`config.mk`:
```
export PLATFORM = sky130hd
export DESIGN_NAME = store_queue_unit
export DESIGN_NICKNAME = d
export VERILOG_FILES = /design/src/rtl/store_queue_unit.sv
export SDC_FILE = /design/constraint.sdc
export NUM_CORES = 2
export LEC_CHECK = 0
export ABC_AREA = 1
export BUFFER_PORTS_ARGS = -buffer_cell sky130_fd_sc_hd__buf_2
export CAP_MARGIN = 20
export CELL_PAD_IN_SITES_DETAIL_PLACEMENT = 1
export CELL_PAD_IN_SITES_GLOBAL_PLACEMENT = 1
export CORE_MARGIN = 1
export CORE_UTILIZATION = 47
export DETAILED_ROUTE_END_ITERATION = 10
export HOLD_SLACK_MARGIN = 0.06
export PLACE_DENSITY = 0.83
export SETUP_SLACK_MARGIN = 0.4
export SYNTH_ARGS = -nofsm -noshare
export SYNTH_HDL_FRONTEND = slang
export SYNTH_SLANG_ARGS = --single-unit
```
`constraint.sdc`:
```
create_clock -name clock -period 62.3 [get_ports clock]
set_input_delay 12.46 -clock clock [delete_from_list [all_inputs] [get_ports clock]]
set_output_delay 12.46 -clock clock [all_outputs]
set_load 0.01 [all_outputs]
```
`src/rtl/store_queue_unit.sv`:
```
// Circular store queue: in-order allocate, out-of-order resolve, in-order commit and drain.
// Optional store-to-load forwarding is built only when STORE_QUEUE_FWD_EN is defined.
module store_queue_unit #(
  parameter int unsigned SQ_SIZE = 8,
  parameter int unsigned IDX_W   = 3,
  parameter int unsigned XLEN    = 32,
  parameter int unsigned CW      = 2
) (
  input  logic                       clock,
  input  logic                       reset,
  input  logic                       id_sq_packet,
  output logic                       almost_full,
  input  logic [IDX_W+2*XLEN+4:0]    rs_sq_packet,
  input  logic [$clog2(CW+1)-1:0]    num_commit_insns,
  output logic [$clog2(CW+1)-1:0]    num_sent_insns,
  output logic [2*XLEN+4:0]          sq_dcache_packet,
  input  logic                       dcache_accept,
  output logic [IDX_W-1:0]           head,
  output logic [IDX_W-1:0]           tail,
  output logic                       tail_ready,
  input  logic [XLEN-1:0]            addr,
  input  logic [IDX_W-1:0]           tail_store,
  input  logic [3:0]                 load_byte_info,
  output logic [XLEN-1:0]            value,
  output logic [3:0]                 fwd_valid
);

  localparam int unsigned CntW = IDX_W + 1;
  localparam int unsigned SentW = $clog2(CW + 1);
  localparam logic [CntW-1:0] FullCount = CntW'(SQ_SIZE);
  localparam logic [CntW-1:0] AfCount = CntW'(SQ_SIZE - 1);

  logic [SQ_SIZE-1:0] ready_q;
  logic [XLEN-1:0]    addr_q [SQ_SIZE];
  logic [XLEN-1:0]    data_q [SQ_SIZE];
  logic [3:0]         mask_q [SQ_SIZE];
  logic [IDX_W-1:0]   head_q, tail_q;
  logic [CntW-1:0]    count_q, count_d;
  logic [CntW-1:0]    ccount_q, ccount_d;

  logic               rs_valid;
  logic [IDX_W-1:0]   rs_idx;
  logic [XLEN-1:0]    rs_addr, rs_data;
  logic [3:0]         rs_mask;

  logic [SQ_SIZE-1:0] occ;
  logic [IDX_W-1:0]   off;
  logic               alloc, rs_ok, dc_valid, drain;

  assign rs_valid = rs_sq_packet[IDX_W+2*XLEN+4];
  assign rs_idx   = rs_sq_packet[IDX_W+2*XLEN+3 -: IDX_W];
  assign rs_addr  = rs_sq_packet[2*XLEN+3 -: XLEN];
  assign rs_data  = rs_sq_packet[XLEN+3 -: XLEN];
  assign rs_mask  = rs_sq_packet[3:0];

  // An entry is occupied when its distance from head is below the count.
  always_comb begin
    occ = '0;
    off = '0;
    for (int i = 0; i < SQ_SIZE; i++) begin
      off    = IDX_W'(i) - head_q;
      occ[i] = {1'b0, off} < count_q;
    end
  end

  assign tail_ready  = &(ready_q | ~occ);
  assign almost_full = count_q >= AfCount;
  assign head        = head_q;
  assign tail        = tail_q;

  assign alloc    = id_sq_packet && (count_q != FullCount);
  assign rs_ok    = rs_valid && occ[rs_idx];
  assign dc_valid = (count_q != '0) && (ccount_q != '0) && ready_q[head_q];
  assign drain    = dc_valid && dcache_accept;

  assign sq_dcache_packet = {dc_valid, addr_q[head_q], data_q[head_q], mask_q[head_q]};
  assign num_sent_insns   = SentW'(drain);

  assign count_d  = count_q + CntW'(alloc) - CntW'(drain);
  assign ccount_d = ccount_q + CntW'(num_commit_insns) - CntW'(drain);

  always_ff @(posedge clock or posedge reset) begin
    if (reset) begin
      head_q   <= '0;
      tail_q   <= '0;
      count_q  <= '0;
      ccount_q <= '0;
      ready_q  <= '0;
      for (int i = 0; i < SQ_SIZE; i++) begin
        addr_q[i] <= '0;
        data_q[i] <= '0;
        mask_q[i] <= '0;
      end
    end else begin
      if (alloc) begin
        ready_q[tail_q] <= 1'b0;
        addr_q[tail_q]  <= '0;
        data_q[tail_q]  <= '0;
        mask_q[tail_q]  <= '0;
        tail_q          <= tail_q + 1'b1;
      end
      if (rs_ok) begin
        ready_q[rs_idx] <= 1'b1;
        addr_q[rs_idx]  <= rs_addr;
        data_q[rs_idx]  <= rs_data;
        mask_q[rs_idx]  <= rs_mask;
      end
      // Drain clear comes last so it wins over a late execute write to head.
      if (drain) begin
        ready_q[head_q] <= 1'b0;
        addr_q[head_q]  <= '0;
        data_q[head_q]  <= '0;
        mask_q[head_q]  <= '0;
        head_q          <= head_q + 1'b1;
      end
      count_q  <= count_d;
      ccount_q <= ccount_d;
    end
  end

`ifdef STORE_QUEUE_FWD_EN
  logic [IDX_W-1:0] fwd_lim;
  logic [IDX_W-1:0] fwd_idx;

  // Walk oldest to youngest so the youngest older match overwrites earlier ones.
  always_comb begin
    value     = '0;
    fwd_valid = '0;
    fwd_idx   = '0;
    fwd_lim   = tail_store - head_q - 1'b1;
    for (int k = 0; k < SQ_SIZE; k++) begin
      fwd_idx = head_q + IDX_W'(k);
      if ((CntW'(k) < count_q) && (IDX_W'(k) <= fwd_lim) && ready_q[fwd_idx] &&
          (addr_q[fwd_idx] == addr)) begin
        for (int b = 0; b < 4; b++) begin
          if (load_byte_info[b] && mask_q[fwd_idx][b]) begin
            value[8*b +: 8] = data_q[fwd_idx][8*b +: 8];
            fwd_valid[b]    = 1'b1;
          end
        end
      end
    end
  end
`else
  logic unused_fwd;
  assign unused_fwd = ^{addr, tail_store, load_byte_info};
  assign value      = '0;
  assign fwd_valid  = '0;
`endif

endmodule

```
==> metrics.md <==
| Metric | Value |
|---|---|
| Status | finished clean |
| Min-delay worst type | reg2reg |
| Fin. max-slew vios | 0 |
| MaxCap Viol Count | 0 |
| Post_cts resized | 0 |
| Asr flop ratio synth | 1.00 |
| Worst-case reg-to-reg path depth | 18 |
| Reg clk slew, reported paths | 0.06 ns |
| CTS H-Tree Depth | 3 |
| Clock group share of total power | 0.190 |
| Hold wc startpoint | ready_q[1] |
| 1st-iter DRT viols | 3523 |
| Wire length after detailed routing | 149 mm |
| Total grt overflow | 0 |
| Met2 global-route usage | 0.604 |
| Clk_lat worst skew | 0.64 ns |
| Net Sw Frac | 0.486 |
| Synth-to-layout area growth | 6.23% |
| Design area | 39800 um^2 |
| Seq cells post-synth | 566 |
| Full die area | 80900 um^2 |
| ANT nets after route | 0 |
| Synth warn | 0 |
| Post-synth EDFFs | 0 |
| Prevailing post-synth register cell | dfrtp_1 |
| Hold depth | 2 |
| RSZ-0062 raised after global routing | no |
| Vias in the first global route | 39.8k |
| NetSw | 1.02 mW |
| Fin crit period | 25.46 ns |
| Antenna violations before repair | 7 |
| Die X | 284 um |
| Setup violators final | 0 |
| Flip-flop and latch area | 14200 um^2 |
| Share of layout cells above drive strength 1 | 0.0720 |
| Clk_skew | 0.0366 ns |
| Library cells used by synthesis | 33 |
| Core area | 79000 um^2 |
| WP data required | 49.84 ns |
| Gp weighted congestion | 0.787 |
| All-Layer GR Usage | 0.368 |
| Initial Util | 0.474 |
| Setup repair bufs after CTS | 0 |
| Final hold viol count | 0 |
| Cts bufs inserted | 69 |
| Worst IR drop on VDD | 48.6 uV |
| Pwr per Cell Area | 52.8 nW/um^2 |
| Fill cells | 10.8k |
| TritonCTS clock tree | done |
| Hold_buf cts | 0 |
| DRC | 0 |
| Post-Syn Instances | 6092 |
| Hold path endpoint | ready_q[1] |
| CP arrival | 13.00 ns |
| Worst setup SP type | input port |
| Fmax | 0.0393 GHz |
| Mapped Area | 37500 um^2 |
| Tcrit/Tclk final | 0.409 |
| Setup TNS | 0 ns |
| Setup CP Type | in2out |
| Syn Area/Cell | 6.15 um^2 |
| Port Buffers | 155 |
| Slew @ Worst Pin | 1.24 ns |
| Die Ht | 284 um |
| Slew HR | 0.173 |
| R2r startpoint | head[0] |
| Reg-to-reg slack, setup | 55.48 ns |
| Most frequent cells in the layout | nand2_1 (1705), nor2_1 (1588), dfrtp_1 (564), nand3_1 (556), inv_1 (525) |
| Capture point of the worst reg-to-reg path | data_q[41] |
| Pint | 1.08 mW |
| Wire length of the first global-routing pass | 233 mm |
| Comb pwr share | 0.511 |
| Static leakage | 24.9 nW |
| Met1 Track Usage GR | 0.495 |
| Clk sinks | 566 |
| Max Root-Sink Buffers | 3 |
| Largest net degree at the start of global routing | 214 |
| Clock root buffer | clkbuf_16 |
| Endpoint type of the worst setup path | output pin |
| Leading cell type in the layout, fill and taps excluded | nand2_1 |
| Multi-input logic area | 18600 um^2 |
| Total number of vias | 39.3k |
| Dpl hpwl | 76.2 mm |
| Worst-path maximum fanout | 8 |
| Seq pwr share | 0.299 |
| Routed len/inst | 21.5 um |
| Most used routing layer | met2 |
| Final nets | 6004 |
| Via density | 5.65 |
| IO Count | 232 |
| Sequential fraction of the synthesis area | 0.378 |
| Pre-antenna DRT Iters | 6 |
| Grt met3 use | 0.0527 |
| Hold Slack | 0.546 ns |
| Placement Rows | 103 |
| Area of placed instances | 37600 um^2 |
## through the flow
stage	std cells	util	worst slack (ns)	power, mW
6_report	6955	0.504	36.84	2.10
5_1_grt	6950	0.504	36.82	2.25
4_1_cts	6949	0.503	36.83	2.09
3_5_place_dp	6830	0.476	36.84	1.68
3_3_place_gp	6830	0.476	36.86	1.64
2_1_floorplan	6128	-	34.01	1.36
## registers in the layout (all words and copies together) (netlist names)
| name | count |
|---|---|
| addr_q | 256 |
| ccount_q | 4 |
| count_q | 4 |
| data_q | 256 |
| head | 3 |
| mask_q | 32 |
| ready_q | 8 |
| tail | 3 |
## synthesized netlist by cell type, types with 2 or more instances
master       n  area share
dfrtp_1    566        0.38
buf_4       44      0.0088
xor2_1       2     0.00047
buf_6       24      0.0072
nor3_2       4      0.0011
inv_1      531       0.053
inv_2       73      0.0073
clkbuf_2    55      0.0073
fa_1         2      0.0011
nand3_4      7      0.0033
ha_1        33       0.011
clkbuf_1   244       0.024
o22ai_1     68       0.011
nor2_1    1588        0.16
nand4_1      4     0.00067
or2_2        3     0.00050
buf_1       44      0.0044
buf_8        2     0.00080
a31oi_1     68       0.011
nand2_1   1717        0.17
buf_2      149       0.020
nor2_4       3     0.00090
xnor2_1      5      0.0012
and2_1       3     0.00050
a21oi_1     11      0.0015
nor3_1       2     0.00027
nand3_1    557       0.074
o21ai_0    278       0.037
## power by group through the flow
stage	Clock (mW)	Sequential (mW)	Combinational, mW
after floorplan	0	0.599	0.759
after global placement	0	0.620	1.02
after detailed placement	0	0.630	1.05
after CTS	0.404	0.626	1.06
after global routing	0.416	0.646	1.19
final	0.401	0.628	1.07
## critical path, stage by stage
cell,delay [ns]
buf_2,0.15
nand2_4,0.11
inv_1,0.13
buf_2,0.15
## cell families after synthesis
kind of cell,share of synthesized area
AO/OA/AOI/OAI,0.0618
adder cells (fa/ha/maj),0.0121
other,0.000100
AND/OR/NAND/NOR,0.413
flip-flops,0.378
XOR/XNOR,0.00164
buffers and inverters,0.133
## per-layer routing
layer,vias to the layer above,part of all wire
li1,17900,-
met1,19406,0.42
met2,1603,0.46
met3,360,0.080
met4,4,0.035
met5,-,0.00015
## how the worst max path moves through the flow
stage                        from                 to  slack (ns)  cells past startpoint
finish              dcache_accept  num_sent_insns[0]       36.84                      4
global route        dcache_accept  num_sent_insns[0]       36.82                      4
global placement    dcache_accept  num_sent_insns[0]       36.86                      4
floorplan                   reset          addr_q[0]       34.01                      1
detailed placement  dcache_accept  num_sent_insns[0]       36.84                      4
CTS                 dcache_accept  num_sent_insns[0]       36.83                      4
## area by class of cell
cell class | instances | area share
antenna | 5 | 0.000314
clock buffer | 107 | 0.0518
clock inverter | 12 | 0.00207
inverter | 604 | 0.0577
multi-input combinational | 4396 | 0.466
sequential | 566 | 0.356
tap | 1050 | 0.0330
timing repair buffer | 215 | 0.0332
(Power assumes the default switching activity.)
